[config.mk]
export PLATFORM = sky130hd
export DESIGN_NAME = ws2812_frame_ctrl
export DESIGN_NICKNAME = d
export VERILOG_FILES = /design/src/rtl/ws2812_frame_ctrl.sv
export SDC_FILE = /design/constraint.sdc
export NUM_CORES = 1
export LEC_CHECK = 0
export CAP_MARGIN = 20
export CELL_PAD_IN_SITES_DETAIL_PLACEMENT = 1
export CELL_PAD_IN_SITES_GLOBAL_PLACEMENT = 1
export CORE_MARGIN = 2
export CORE_UTILIZATION = 49
export CTS_CLUSTER_DIAMETER = 80
export DETAILED_ROUTE_END_ITERATION = 6
export GPL_TIMING_DRIVEN = 0
export PLACE_DENSITY = 0.79
export SETUP_SLACK_MARGIN = 0.15
export SYNTH_ARGS = -nofsm -noshare
export SYNTH_HDL_FRONTEND = slang
export SYNTH_SLANG_ARGS = --single-unit
export TNS_END_PERCENT = 100
[constraint.sdc]
create_clock -name clk -period 4.35 [get_ports clk]
set_clock_uncertainty 0.1 [all_clocks]
set_input_delay 0.6525 -clock clk [delete_from_list [all_inputs] [get_ports clk]]
set_output_delay 0.6525 -clock clk [all_outputs]
set_load 0.01 [all_outputs]
[src/rtl/ws2812_frame_ctrl.sv]
// Frame scheduler and double-buffered pixel store for the ws2812c strip driver.
// Two requesters write the back buffer; the driver reads the front buffer, refreshed once per frame.
module ws2812_frame_ctrl #(
    parameter int NUM_LEDS       = 8,
    parameter int ADDR_BITS      = 3,
    parameter int SYSTEM_CLOCK   = 48000000,
    parameter int REFRESH_HZ     = 60,
    parameter int RESET_CYCLES   = 16,
    parameter int TIMEOUT_CYCLES = 65536,
    parameter bit REFRESH_ALWAYS = 1'b0
) (
    input  logic                 clk,
    input  logic                 reset_n,
    input  logic                 a_req,
    input  logic [ADDR_BITS-1:0] a_addr,
    input  logic [23:0]          a_rgb,
    output logic                 a_gnt,
    input  logic                 b_req,
    input  logic [ADDR_BITS-1:0] b_addr,
    input  logic [23:0]          b_rgb,
    output logic                 b_gnt,
    input  logic [ADDR_BITS-1:0] drv_address,
    input  logic                 drv_new_address,
    output logic [7:0]           drv_red,
    output logic [7:0]           drv_green,
    output logic [7:0]           drv_blue,
    output logic                 drv_reset,
    output logic                 busy,
    output logic [7:0]           frame_count,
    output logic                 timeout_err,
    output logic [1:0]           state_dbg
);

    localparam int FRAME_PERIOD = SYSTEM_CLOCK / REFRESH_HZ;
    localparam int TICK_W       = (FRAME_PERIOD > 1) ? $clog2(FRAME_PERIOD) : 1;
    localparam int RST_W        = $clog2(RESET_CYCLES + 1);
    localparam int TO_W         = $clog2(TIMEOUT_CYCLES + 1);
    localparam int PIX_W        = $clog2(NUM_LEDS + 1);
    localparam int DEPTH        = 2 ** ADDR_BITS;

    typedef enum logic [1:0] {
        ST_IDLE  = 2'd0,
        ST_RESET = 2'd1,
        ST_SEND  = 2'd2
    } state_t;

    state_t              state, state_next;
    logic [TICK_W-1:0]   tick_cnt;
    logic                tick;
    logic [RST_W-1:0]    rst_cnt, rst_cnt_next;
    logic [TO_W-1:0]     to_cnt;
    logic [PIX_W-1:0]    pix_cnt;
    logic                pending, pending_next;
    logic                dirty;
    logic                copy, frame_done, timed_out;
    logic                last_b;
    logic                wr_en, valid_write;
    logic [ADDR_BITS-1:0] wr_addr;
    logic [23:0]         wr_rgb;
    logic [DEPTH-1:0]    addr_ok;
    logic [23:0]         back_buf  [DEPTH];
    logic [23:0]         front_buf [DEPTH];
    logic [23:0]         rd_rgb;

    for (genvar g = 0; g < DEPTH; g++) begin : g_addr_ok
        assign addr_ok[g] = (g < NUM_LEDS);
    end

    // Handshake: a requester holds req/addr/rgb until gnt; gnt is a same-cycle
    // combinational pulse and the write commits on that clock edge.
    assign a_gnt = a_req & (~b_req | last_b);
    assign b_gnt = b_req & (~a_req | ~last_b);

    assign wr_en       = a_gnt | b_gnt;
    assign wr_addr     = a_gnt ? a_addr : b_addr;
    assign wr_rgb      = a_gnt ? a_rgb : b_rgb;
    assign valid_write = wr_en & addr_ok[wr_addr];

    assign tick = (tick_cnt == '0);

    always_ff @(posedge clk or negedge reset_n) begin
        if (!reset_n) begin
            tick_cnt <= TICK_W'(FRAME_PERIOD - 1);
            last_b   <= 1'b1;
            dirty    <= 1'b0;
        end else begin
            tick_cnt <= tick ? TICK_W'(FRAME_PERIOD - 1) : tick_cnt - TICK_W'(1);
            if (wr_en) last_b <= b_gnt;
            dirty    <= valid_write | (dirty & ~copy);
        end
    end

    // Storage beyond NUM_LEDS is never written, so out-of-range reads return 0.
    always_ff @(posedge clk or negedge reset_n) begin
        if (!reset_n) begin
            for (int i = 0; i < DEPTH; i++) begin
                back_buf[i]  <= '0;
                front_buf[i] <= '0;
            end
        end else begin
            if (copy) begin
                for (int i = 0; i < DEPTH; i++) front_buf[i] <= back_buf[i];
            end
            if (valid_write) back_buf[wr_addr] <= wr_rgb;
        end
    end

    assign rd_rgb    = front_buf[drv_address];
    assign drv_red   = rd_rgb[23:16];
    assign drv_green = rd_rgb[15:8];
    assign drv_blue  = rd_rgb[7:0];

    always_comb begin
        state_next   = state;
        rst_cnt_next = rst_cnt;
        pending_next = pending;
        copy         = 1'b0;
        frame_done   = 1'b0;
        timed_out    = 1'b0;
        case (state)
            ST_IDLE: begin
                if (tick | pending) begin
                    pending_next = 1'b0;
                    if (dirty | REFRESH_ALWAYS) begin
                        copy         = 1'b1;
                        rst_cnt_next = RST_W'(RESET_CYCLES);
                        state_next   = ST_RESET;
                    end
                end
            end
            ST_RESET: begin
                pending_next = pending | tick;
                rst_cnt_next = rst_cnt - RST_W'(1);
                if (rst_cnt == RST_W'(1)) state_next = ST_SEND;
            end
            ST_SEND: begin
                pending_next = pending | tick;
                if (drv_new_address && pix_cnt == PIX_W'(NUM_LEDS - 1)) begin
                    frame_done = 1'b1;
                    state_next = ST_IDLE;
                end else if (to_cnt == TO_W'(TIMEOUT_CYCLES - 1)) begin
                    timed_out  = 1'b1;
                    state_next = ST_IDLE;
                end
            end
            default: state_next = ST_IDLE;
        endcase
    end

    always_ff @(posedge clk or negedge reset_n) begin
        if (!reset_n) begin
            state       <= ST_IDLE;
            rst_cnt     <= '0;
            pending     <= 1'b0;
            to_cnt      <= '0;
            pix_cnt     <= '0;
            frame_count <= '0;
            timeout_err <= 1'b0;
        end else begin
            state   <= state_next;
            rst_cnt <= rst_cnt_next;
            pending <= pending_next;
            if (state == ST_SEND) begin
                to_cnt  <= to_cnt + TO_W'(1);
                pix_cnt <= pix_cnt + PIX_W'(drv_new_address);
            end else begin
                to_cnt  <= '0;
                pix_cnt <= '0;
            end
            if (frame_done) frame_count <= frame_count + 8'd1;
            if (timed_out) timeout_err <= 1'b1;
        end
    end

    assign drv_reset = (state != ST_SEND);
    assign busy      = (state != ST_IDLE);
    assign state_dbg = state;

endmodule

### Word-level counts from Yosys, hierarchy flattened

Memories as Yosys holds them, arrays and structs flattened.
Index checks and enable logic that the tools add are counted.

| word-level totals | value |
|---|---|
| memory bits (read-only) | 8 |
| memories kept | 1 |
| logic and storage cells | 103 |
| register bits after elaboration | 444 |
| input port bits | 62 |
| output and inout bits | 39 |

Memory list:

| memory | words | width | read ports | clocked after Yosys merged registers in | wr ports | RTL line | RTL |
|---|---|---|---|---|---|---|---|
| (name not given) | 8 | 1 | 1 | 0 | 0 | 77 | `assign valid_write = wr_en & addr_ok[wr_addr];` |

| operators by class | value |
|---|---|
| order comparisons | 4 |
| mux-type cells | 31 |
| equality and inequality tests | 10 |
| add/sub/neg operators | 5 |
| reduce and logical (&&, ||, !) cells | 11 |
| bitwise operators | 15 |

Operators by type and width:

| kind | number |
|---|---|
| $bwmux W192 | 1 |
| $mux W24 | 4 |
| $bmux W24 S3 | 1 |
| $demux W24 S3 | 1 |
| $logic_not A20 Y1 | 1 |
| $mux W20 | 1 |
| $sub A20 B1 Y20 const B | 1 |
| $add A17 B1 Y17 const B | 1 |
| $eq A17 B16 Y1 const B | 1 |
| $mux W17 | 1 |
| $mux W1 | 10 |
| $mux W2 | 5 |
| $mux W5 | 2 |
| $pmux W5 S2 | 1 |
| $add A8 B1 Y8 const B | 1 |
| $ge A4 B4 Y1 const B | 2 |
| $ne A2 B2 Y1 const B | 4 |
| $not A3 Y4 | 2 |
| $pmux W2 S3 | 1 |
| $reduce_bool A2 Y1 | 3 |
| $eq A5 B1 Y1 const B | 1 |
| $or A1 B1 Y1 | 5 |
| $sub A5 B1 Y5 const B | 1 |
| $add A4 B1 Y4 | 1 |
| 17 further kinds | 24 |

### Logic depth before layout (Yosys ltp)

Gate-level depths: netlist (run 1).

| logic depth | value |
|---|---|
| depth in word-level cells | 10 |
| gate-level depth with buffers | 8 |
| depth with buffers taken out | 8 |

### Worst setup path after synthesis (run 1)

No wires, ideal clock.

| timing | value |
|---|---|
| path type | input to output |
| start | input port drv_address[0] |
| end | output port drv_blue[3] |
| path buffers | 2 |
| arrival time | 2542 ps |
| stages | 4 |
| data required time | 3597 ps |
| setup slack | 1056 ps |
| cell sequence | buf_1 -> buf_1 -> mux4_2 -> mux2_2 |

| between the ends | value |
|---|---|
| word-level cells in the longest chain between the ends | 4 |

RTL lines:

| what | RTL line | RTL |
|---|---|---|
| start: declaration | 22 | `input logic [ADDR_BITS-1:0] drv_address,` |
| $not A3 Y4 (not written as such) | 108 | `assign rd_rgb = front_buf[drv_address];` |
| $bmux W24 S3 | 108 |  |
| $mux W24 (not written as such) (2 in series) | 108 |  |
| end: declaration | 26 | `output logic [7:0] drv_blue,` |

Every way passes these cells. The select of a mux whose other input is x is not followed.

### Final worst setup path (run 1)

| timing | value |
|---|---|
| start | input port drv_address[1] |
| end | output port drv_red[2] |

| between the ends | value |
|---|---|
| word-level cells in the longest chain between the ends | 4 |

RTL lines:

| what | RTL line | RTL |
|---|---|---|
| $not A3 Y4 (not written as such) | 108 |  |
| $bmux W24 S3 | 108 |  |
| $mux W24 (not written as such) (2 in series) | 108 |  |
| end: declaration | 24 | `output logic [7:0] drv_red,` |

Every way passes these cells. The select of a mux whose other input is x is not followed.

==> metrics.md, run 1 <==
| Metric | Value |
|---|---|
| Status | finished, final reports clean |
| Pwr dens | 462 nW/um^2 |
| CP most frequent cell | clkbuf_1 |
| Final core utilization | between 50% and 60% |
| Comb power frac | under 10% |
| TritonCTS clock tree | done |
| Antenna violations before repair | 0 |
| Top-area cell type share of the netlist area | between 50 and 60% |
| Nets@finish | 1,671 |
| # clock sinks | about 440 |
| Total leakage power | roughly 10 nW |
| Die Footprint | 39,400 sq um |
| Area Overhead vs Synth | 18.4% |
| Final HPWL DP | approximately 35 mm |
| Switching power | ~2.6 mW |
| GR Overflow Total | 0 |
| Syn Area/Cell | between 10 and 15 sq um |
| Worst VDD drop | 0.320 mV |
| Die H | 198 um |
| Routed len/inst | around 25 um |
| Min cycle time layout | ~4.1 ns |
| Htree depth | 2 |
| WS Path Type | input pin to primary output |
| Yosys top cell by area | dfrtp_1 |
| HP Class | flip-flop to flip-flop |
| Non-filler cells, final | 2,144 |
| Synth top area cells | dfrtp_1 (58%), mux2_1 (10%), mux4_2 (5.8%), a21oi_1 (3.0%), o21ai_0 (3.0%) |
| Longest Clk Path Bufs | 3 |
| Crit-path max cell delay | approximately 0.80 ns |
| CP endpoint kind | primary output |
| Max-slew violation count | 0 |
| Worst path slowest cell | clkbuf_1 |
| Power, Total | 10.1 mW |
| Critical path startpoint category | input pin |
| Vias in the first global route | around 14,000 |
| Initial Utilization | 49.5% |
| Synth async-reset ratio | 100% |
| Routed WL | about 53 mm |
| Clk Latency, worst-skew pair | about 0.57 ns |
| CP Cell Sequence | clkbuf_1, clkbuf_1, mux4_2, mux2_2, clkdlybuf4s50_1 |
| RSZ-0062 raised after global routing | no |
| Post-synth top flop | dfrtp_1 |
| Worst Path Required | about 3.6 ns |
| DRC Markers | 0 |
| Via count | 12,400 |
| Most frequent cells in the layout | dfrtp_1 (430), mux2_1 (169), nor2_1 (125) |
| Initial DRC Count | 801 |
| Root Driver | clkbuf_16 |
| CP Buf/Inv Count | 3 |
| Worst Hold Slack | ~0.37 ns |
| Delay-heaviest family, CP | buffers and inverters |
| Final Hold Viols | 0 |
| Maxcap violations | 0 |
| Final instance area | approximately 22,000 sq um |
| First-pass GRT wire length | around 83 mm |
| Final setup viols | 0 |
| Largest net degree at the start of global routing | 127 |
| Sw Ratio | about 26% |
| Fraction of power consumed by sequential logic | between 40% and 50% |
| Post-synth EDFFs | 0 |
| Arrival time worst endpoint | 3.38 ns |
| Fillers | approximately 3,700 |
| Antenna diodes | 0 |
| Via density | 5.79 |
| Yosys reg bits | roughly 440 |
| Post-route ant nets | 0 |
| Max Freq | roughly 240 MHz |
| Worst-path maximum fanout | 10 |
| FP Rows | 71 |
| Inst Count DP | roughly 2,000 |
| Clk network pwr share | between 40% and 50% |
| Routability cong. | roughly 0.83 |
| Post-CTS setup buffer count | 0 |
| Core Box Area | between 30,000 and 40,000 sq um |
| Mapped cell area | between 15,000 and 20,000 sq um |
| Post-Syn Instances | 1,441 |
| Fin crit share | a little over nine tenths |
| Port Buffer Count | 97 |
| Pre-antenna DRT Iters | 5 |
| Pint | 7.50 mW |
| Worst-path clk slew | approximately 0.06 ns |
| Register area share after synthesis | around 60% |
| Total number of yosys warnings | 0 |
| Most common cell after layout, fill and taps aside | dfrtp_1 |
| Headroom to the max-slew limit | between 30% and 40% |
| I/O pin count | 101 |
| Total GRT Usage | 28.2% |
| Ratio of cells with drive above 1 in the final layout | roughly 14% |
| Syn_nets | ~1,500 |
| Measured slew at the worst slew-check pin | 0.981 ns |
| Total CTS buffers | 47 |
| Yosys cell types | just over 50 |
| Placed Area | just over 20,000 sq um |
| Die W | 198 um |
-- what timing repair did --
action	CTS	global route
hold buffers	1	0
hold endpoints to repair	50	0
setup endpoints to repair	19	1
gates resized for setup	5	1
-- worst paths after layout --
path / from / to / slack, ns / cells past startpoint
worst max register to register: tick_cnt[11] / front_buf[147] / 0.74 / 7
worst min-delay path: to_cnt[0] / to_cnt[0] / 0.37 / 1
min in group asynchronous: reset_n / frame_count[4] / 0.50 / 2
worst min register to register: to_cnt[0] / to_cnt[0] / 0.37 / 1
worst max-delay path: drv_address[1] / drv_red[2] / 0.22 / 5
max in group asynchronous: reset_n / back_buf[136] / 2.29 / 4
-- per-layer routing --
layer	routed length (um)	share of wire, %	vias up	global-route usage, %
li1	-	-	5387	-
met1	22000	42	6632	36.8
met2	26900	51	275	48.4
met3	2270	4.3	114	3.81
met4	1730	3.3	0	10.5
met5	0	0	-	0
-- layout make-up --
type | count | area, sq um | area share (%)
Buffer | 83 | 465 | 2.12
Clock buffer | 71 | 1420 | 6.47
Clock inverter | 14 | 166 | 0.759
Inverter | 22 | 82.6 | 0.377
Multi-Input combinational cell | 892 | 6860 | 31.3
Sequential cell | 444 | 11100 | 50.8
Tap cell | 511 | 639 | 2.92
Timing Repair Buffer | 107 | 1160 | 5.29
-- through the flow --
stage                     TNS (ns)  worst slack [ns]
after CTS                        0             0.165
after floorplan                  0              1.06
after detailed placement     -2.58            -0.282
after global routing             0             0.171
final                            0             0.217
after global placement    -7304.07            -16.67
-- Yosys cell counts, types with 3 or more instances --
cell	instances
nand3_1	16
nand4_1	9
nand2b_1	5
nor3_1	10
and2_1	5
and3_1	4
a21oi_1	111
mux2_2	48
dfstp_2	14
inv_1	22
xor2_1	12
xnor2_1	18
buf_6	17
clkbuf_1	52
nand2_1	116
or3_1	8
mux2i_1	25
nor4_1	7
o21ai_0	110
ha_1	12
buf_1	10
mux4_2	48
dfrtp_1	430
mux2_1	169
nor2_1	125
a21boi_0	3
-- state kept, by name (all words and copies together), names as in the netlist --
| signal | flops |
|---|---|
| back_buf | 192 |
| dirty | 1 |
| frame_count | 8 |
| front_buf | 192 |
| last_b | 1 |
| pending | 1 |
| pix_cnt | 4 |
| rst_cnt | 5 |
| state_dbg | 2 |
| tick_cnt | 20 |
| timeout_err | 1 |
| to_cnt | 17 |
-- cell families (layout without fill, tap and decap cells) --
logic type	after synthesis	count (layout)	share of synthesized area, %
fa+ha+maj	12	12	0.811
mux	290	290	20.4
flops	444	444	60.1
xor+xnor	30	30	1.42
simple gates	315	315	7.34
buf+inv	105	297	2.87
compound gates	245	245	7.08
-- power by group through the flow --
stage	registers [mW]	logic, mW	clock network (mW)
final	5.04	0.987	4.10
after global routing	5.10	1.12	4.33
after global placement	5.04	0.878	0
after CTS	5.03	0.997	4.16
after detailed placement	5.09	0.966	0
after floorplan	4.97	0.579	0
Note: power is estimated with default switching activity, not from simulation.
==> run 2: changes to the inputs <==
==> constraint.sdc (replaced) <==
create_clock -name clk -period 4.11 [get_ports clk]
set_clock_uncertainty 0.1 [all_clocks]
set_input_delay 0.6165 -clock clk [delete_from_list [all_inputs] [get_ports clk]]
set_output_delay 0.6165 -clock clk [all_outputs]
set_load 0.01 [all_outputs]
==> metrics.md, run 2 (synthesis gave the netlist of run 1 again) <==
| Metric | Value |
|---|---|
| Nets@finish | 1,671 (unchanged) |
| GR Overflow Total | 0 (unchanged) |
| Routed len/inst | 24.7 um (+0.33%) |
| Routability cong. | 0.832 (unchanged) |
| First-pass GRT wire length | 82.8 mm (about the same) |
| Min cycle time layout | slightly below 4 ns |
| Status | finished, final reports clean |
| Worst Hold Slack | 0.365 ns (unchanged) |
| HP Class | flip-flop to flip-flop |
| Total GRT Usage | 28.2% (about the same) |
| Pwr dens | 489 nW/um^2 (+5.9%) |
| Ratio of cells with drive above 1 in the final layout | 14.1% (+0.12 points) |
| Final setup viols | 0 (unchanged) |
| Most common cell after layout, fill and taps aside | dfrtp_1 |
| Total leakage power | 10.3 nW (about the same) |
| TritonCTS clock tree | done |
| DRC Markers | 0 (unchanged) |
| Largest net degree at the start of global routing | 127 (unchanged) |
| Routed WL | 53.0 mm (+0.33%) |
| Pre-antenna DRT Iters | 5 (unchanged) |
| Port Buffer Count | 97 (unchanged) |
| WS Path Type | input pin to primary output |
| Post-route ant nets | 0 (unchanged) |
| Antenna violations before repair | 0 (unchanged) |
| Inst Count DP | 2,056 (unchanged) |
| I/O pin count | 101 (unchanged) |
| Final Hold Viols | 0 (unchanged) |
| Most frequent cells in the layout | dfrtp_1 (430), mux2_1 (169), nor2_1 (125) |
| Max-slew violation count | 0 (unchanged) |
| Measured slew at the worst slew-check pin | 0.984 ns (+0.00265 ns) |
| Worst VDD drop | 0.339 mV (+5.8%) |
| Die H | 198 um (unchanged) |
| Initial DRC Count | 748 (-6.6%) |
| RSZ-0062 raised after global routing | no |
| Worst-path maximum fanout | 10 (unchanged) |
| # clock sinks | 444 (unchanged) |
| Initial Utilization | 49.5% (unchanged) |
| Worst Path Required | 3.39 ns (-0.21 ns) |
| CP endpoint kind | primary output |
| Root Driver | clkbuf_16 |
| Critical path startpoint category | input pin |
| Die Footprint | 39,400 sq um (unchanged) |
| Arrival time worst endpoint | 3.15 ns (-0.23 ns) |
| Via density | 5.80 (+0.23%) |
| Total CTS buffers | 47 (unchanged) |
| Clk Latency, worst-skew pair | 0.57 ns (about the same) |
| Final HPWL DP | 34.8 mm (unchanged) |
| Antenna diodes | 0 (unchanged) |
| Worst-path clk slew | 0.06 ns (about the same) |
| Non-filler cells, final | 2,144 (unchanged) |
| Htree depth | 2 (unchanged) |
| Top Registers | back_buf: 192 flops, front_buf: 192 flops, tick_cnt: 20 flops |
| Area Overhead vs Synth | 18.3% (about the same) |
| Longest Clk Path Bufs | 3 (unchanged) |
| Fillers | 3,701 (+0.054%) |
| FP Rows | 71 (unchanged) |
| Fin crit share | 94.1% |
| Headroom to the max-slew limit | 32.5% (-0.18 points) |
| Maxcap violations | 0 (unchanged) |
| Via count | 12,400 (+0.23%) |
| Die W | 198 um (unchanged) |
| Vias in the first global route | 14,000 (-0.014%) |
| Core Box Area | 37,400 sq um (unchanged) |
| Max Freq | roughly 260 MHz |
## run 2: changes by cell type in the layout (fill, tap and decap cells not counted), sizes merged
cell and change:
buf +1, clkdlybuf4s15 -1
## run 2: per-stage QoR
stage	setup WS [ns]	cell area (sq um)	power (mW)	util [%]	setup TNS [ns]
after detailed placement	-0.450	20300	6.41	54.2	-8.37
after global placement	-16.88	20100	6.27	53.8	-7398.02
after floorplan	0.888	18500	5.88	-	0
after CTS	0.160	21900	10.8	58.5	0
after global routing	0.178	21900	11.2	58.6	0
final	0.241	21900	10.7	58.6	0
## run 2: power breakdown
group          leakage, nW  total [mW]  internal (mW)  switching (mW)
logic                 3.74        1.05          0.384           0.662
clock network        0.783        4.35           2.57            1.78
registers             5.73        5.33           4.98           0.347
## run 2: path summary, 6_finish.rpt
kind                            slack, ns           start        endpoint  depth (start not counted)
min in group asynchronous            0.46         reset_n  frame_count[4]                          2
worst max register to register       0.49    tick_cnt[11]  front_buf[147]                          7
worst max-delay path                 0.24  drv_address[0]      drv_red[2]                          6
worst min-delay path                 0.37       to_cnt[0]       to_cnt[0]                          1
worst min register to register       0.37       to_cnt[0]       to_cnt[0]                          1
max in group asynchronous            2.14         reset_n   front_buf[69]                          4
## run 2: timing repair
| action | 4_1_cts | 5_1_grt |
|---|---|---|
| gates resized for setup | 8 | 2 |
| setup buffers | 0 | 0 |
| setup endpoints to repair | 21 | 5 |
| hold buffers | 1 | 0 |
| endpoints found under the hold margin | 50 | 0 |
| cloned | 0 | 0 |
## run 2: metal layers
metal	global-route usage, %	part of all wire, %	vias up
li1	-	-	5379
met1	36.8	42	6666
met2	48.4	51	276
met3	3.81	4.3	116
met4	10.5	3.4	0
met5	0	0	-
## run 2: worst max-delay path: stages
cell and delay (ns):
clkdlybuf4s15_2 0.55, buf_1 0.45, buf_16 0.21, mux4_2 0.51, mux2_2 0.31, clkdlybuf4s50_1 0.49
## run 2: cell type report
type / count / area (sq um) / share of cell area, %
clock buffer: 71 / 1420 / 6.47
timing repair buffer: 107 / 1160 / 5.29
multi-input combinational: 892 / 6860 / 31.3
clock inverter: 14 / 166 / 0.759
tap: 511 / 639 / 2.92
buffer: 83 / 462 / 2.11
sequential: 444 / 11100 / 50.8
inverter: 22 / 82.6 / 0.377
==> run 3: changes to the inputs <==
--- a/config.mk
+++ b/config.mk
@@ -11,6 +11,7 @@
 export CORE_MARGIN = 2
 export CORE_UTILIZATION = 49
 export CTS_CLUSTER_DIAMETER = 80
+export CTS_CLUSTER_SIZE = 30
 export DETAILED_ROUTE_END_ITERATION = 6
 export GPL_TIMING_DRIVEN = 0
 export PLACE_DENSITY = 0.79
==> metrics.md, run 3 (synthesis gave the netlist of run 1 again) <==
| Metric | Value |
|---|---|
| Status | finished, final reports clean |
| Antenna diodes | 0 (unchanged) |
| Final Hold Viols | 0 (unchanged) |
| GR Overflow Total | 0 (unchanged) |
| Routed WL | 50.8 mm (-4.1%) |
| Largest net degree at the start of global routing | 127 (unchanged) |
| Routability cong. | 0.832 (unchanged) |
| Die W | 198 um (unchanged) |
| RSZ-0062 raised after global routing | no |
| Initial Utilization | 49.5% (unchanged) |
| Total GRT Usage | 26.9% (-1.3 points) |
| Htree depth | 1 (-1) |
| Post-CTS setup buffer count | 0 (unchanged) |
| Headroom to the max-slew limit | 30.0% (-2.5 points) |
| Area Overhead vs Synth | 13.8% |
| Min cycle time layout | 3.82 ns (-0.0465 ns) |
| Delay-heaviest family, CP | buffers and inverters |
| Setup TNS | 0 ns (unchanged) |
| DRC Markers | 0 (unchanged) |
| Ratio of cells with drive above 1 in the final layout | 12.1% (-2.0 points) |
| Crit-path max cell delay | 0.55 ns (about the same) |
| FP Rows | 71 (unchanged) |
| I/O pin count | 101 (unchanged) |
| Measured slew at the worst slew-check pin | 1.02 ns (+0.0371 ns) |
| Worst-path clk slew | 0.11 ns (+0.05 ns) |
| Arrival time worst endpoint | 3.11 ns (-0.04 ns) |
| Routed len/inst | 24.2 um (-2.0%) |
| Most common cell after layout, fill and taps aside | dfrtp_1 |
| Most frequent cells in the layout | dfrtp_1 (430), mux2_1 (169), nor2_1 (125) |
| Max-slew violation count | 0 (unchanged) |
| Root Driver | clkbuf_16 |
| Pre-antenna DRT Iters | 4 (-1) |
| Via count | 12,100 (-2.7%) |
| Fin crit share | 93.0% (-1.1 points) |
| Longest Clk Path Bufs | 3 (unchanged) |
| Port Buffer Count | 97 (unchanged) |
| Core Box Area | 37,400 sq um (unchanged) |
| HP Class | flip-flop to flip-flop |
| Pwr dens | 426 nW/um^2 (-13%) |
| Total leakage power | 9.83 nW (-4.1%) |
| Worst path slowest cell | clkdlybuf4s15_2 |
| Initial DRC Count | 795 (+6.3%) |
| Final setup viols | 0 (unchanged) |
| Via density | 5.77 (-0.50%) |
| Maxcap violations | 0 (unchanged) |
| WS Path Type | input pin to primary output |
| Top Registers | back_buf: 192 flops, front_buf: 192 flops, tick_cnt: 20 flops |
| Final core utilization | 56.4% (-2.2 points) |
| Clk Latency, worst-skew pair | 0.56 ns (about the same) |
| Antenna violations before repair | 0 (unchanged) |
| Worst Path Required | 3.39 ns (about the same) |
| Die Footprint | 39,400 sq um (unchanged) |
| Max Freq | 262 MHz (+1.2%) |
| Final HPWL DP | 34.8 mm (unchanged) |
| Fillers | 3,743 (+1.1%) |
| TritonCTS clock tree | done |
| Nets@finish | 1,646 (-1.5%) |
| CP Cell Sequence | clkdlybuf4s15_2, buf_1, buf_16, mux4_2, mux2_2, clkdlybuf4s50_1 |
| Vias in the first global route | 13,600 (-2.5%) |
| Worst-path maximum fanout | 10 (unchanged) |
| Die H | 198 um (unchanged) |
| Critical path startpoint category | input pin |
| CP Buf/Inv Count | 4 (unchanged) |
| Total CTS buffers | 22 (-53%) |
| Post-route ant nets | 0 (unchanged) |
| # clock sinks | 444 (unchanged) |
| Worst VDD drop | 0.359 mV (+6.2%) |
| CP endpoint kind | primary output |
| First-pass GRT wire length | 79.6 mm (-3.9%) |
==> run 3: layout make-up <==
type	count	area (sq um)	share of cell area, %
multi-input cells	892	6860	32.6
flip-flops and latches	444	11100	52.8
clock inverters	13	155	0.736
well taps	511	639	3.03
inverters	22	82.6	0.392
plain buffers	83	462	2.19
repair buffers	107	1150	5.48
clock buffers	25	593	2.81
==> run 3: path summary, 6_finish.rpt <==
| check | from | end | slack, ns | depth (start not counted) |
|---|---|---|---|---|
| setup / recovery | drv_address[0] | drv_red[3] | 0.29 | 6 |
| hold / removal | to_cnt[0] | to_cnt[0] | 0.36 | 1 |
| setup reg to reg | tick_cnt[11] | front_buf[146] | 0.49 | 7 |
| hold reg to reg | to_cnt[0] | to_cnt[0] | 0.36 | 1 |
| max in group asynchronous | reset_n | front_buf[17] | 2.12 | 4 |
| min in group asynchronous | reset_n | frame_count[4] | 0.48 | 2 |
==> run 3: metrics by stage <==
stage	total power [mW]	hold WS (ns)	worst slack [ns]	instances	cell area [sq um]
after floorplan	5.88	0.221	0.888	1441	18500
after global placement	6.27	0.346	-16.88	2049	20100
after detailed placement	6.41	0.350	-0.450	2056	20300
after CTS	9.03	0.365	0.201	2095	21100
after global routing	9.41	0.387	0.168	2097	21100
final	8.98	0.358	0.287	2097	21100
==> run 3: report_power, final <==
| part | total (mW) | leakage [nW] | internal, mW | switching [mW] |
|---|---|---|---|---|
| registers | 5.30 | 5.73 | 4.97 | 0.333 |
| logic | 1.03 | 3.73 | 0.383 | 0.645 |
| clock network | 2.65 | 0.360 | 1.12 | 1.53 |
| total | 8.98 | 9.83 | 6.47 | 2.51 |
==> run 3: what timing repair did <==
| action | 4_1_cts | 5_1_grt |
|---|---|---|
| setup endpoints to repair | 21 | 3 |
| cloned | 0 | 0 |
| gates resized for setup | 8 | 2 |
| hold buffers | 1 | 0 |
| endpoints found under the hold margin | 50 | 0 |
==> run 3: routing by layer <==
metal	up-vias	wire length, um	GRT usage [%]	share of wire [%]
li1	5306	-	-	-
met1	6476	21400	34.9	42
met2	240	25800	46.7	51
met3	81	2010	3.81	3.9
met4	0	1660	8.63	3.3
met5	-	0	0	0
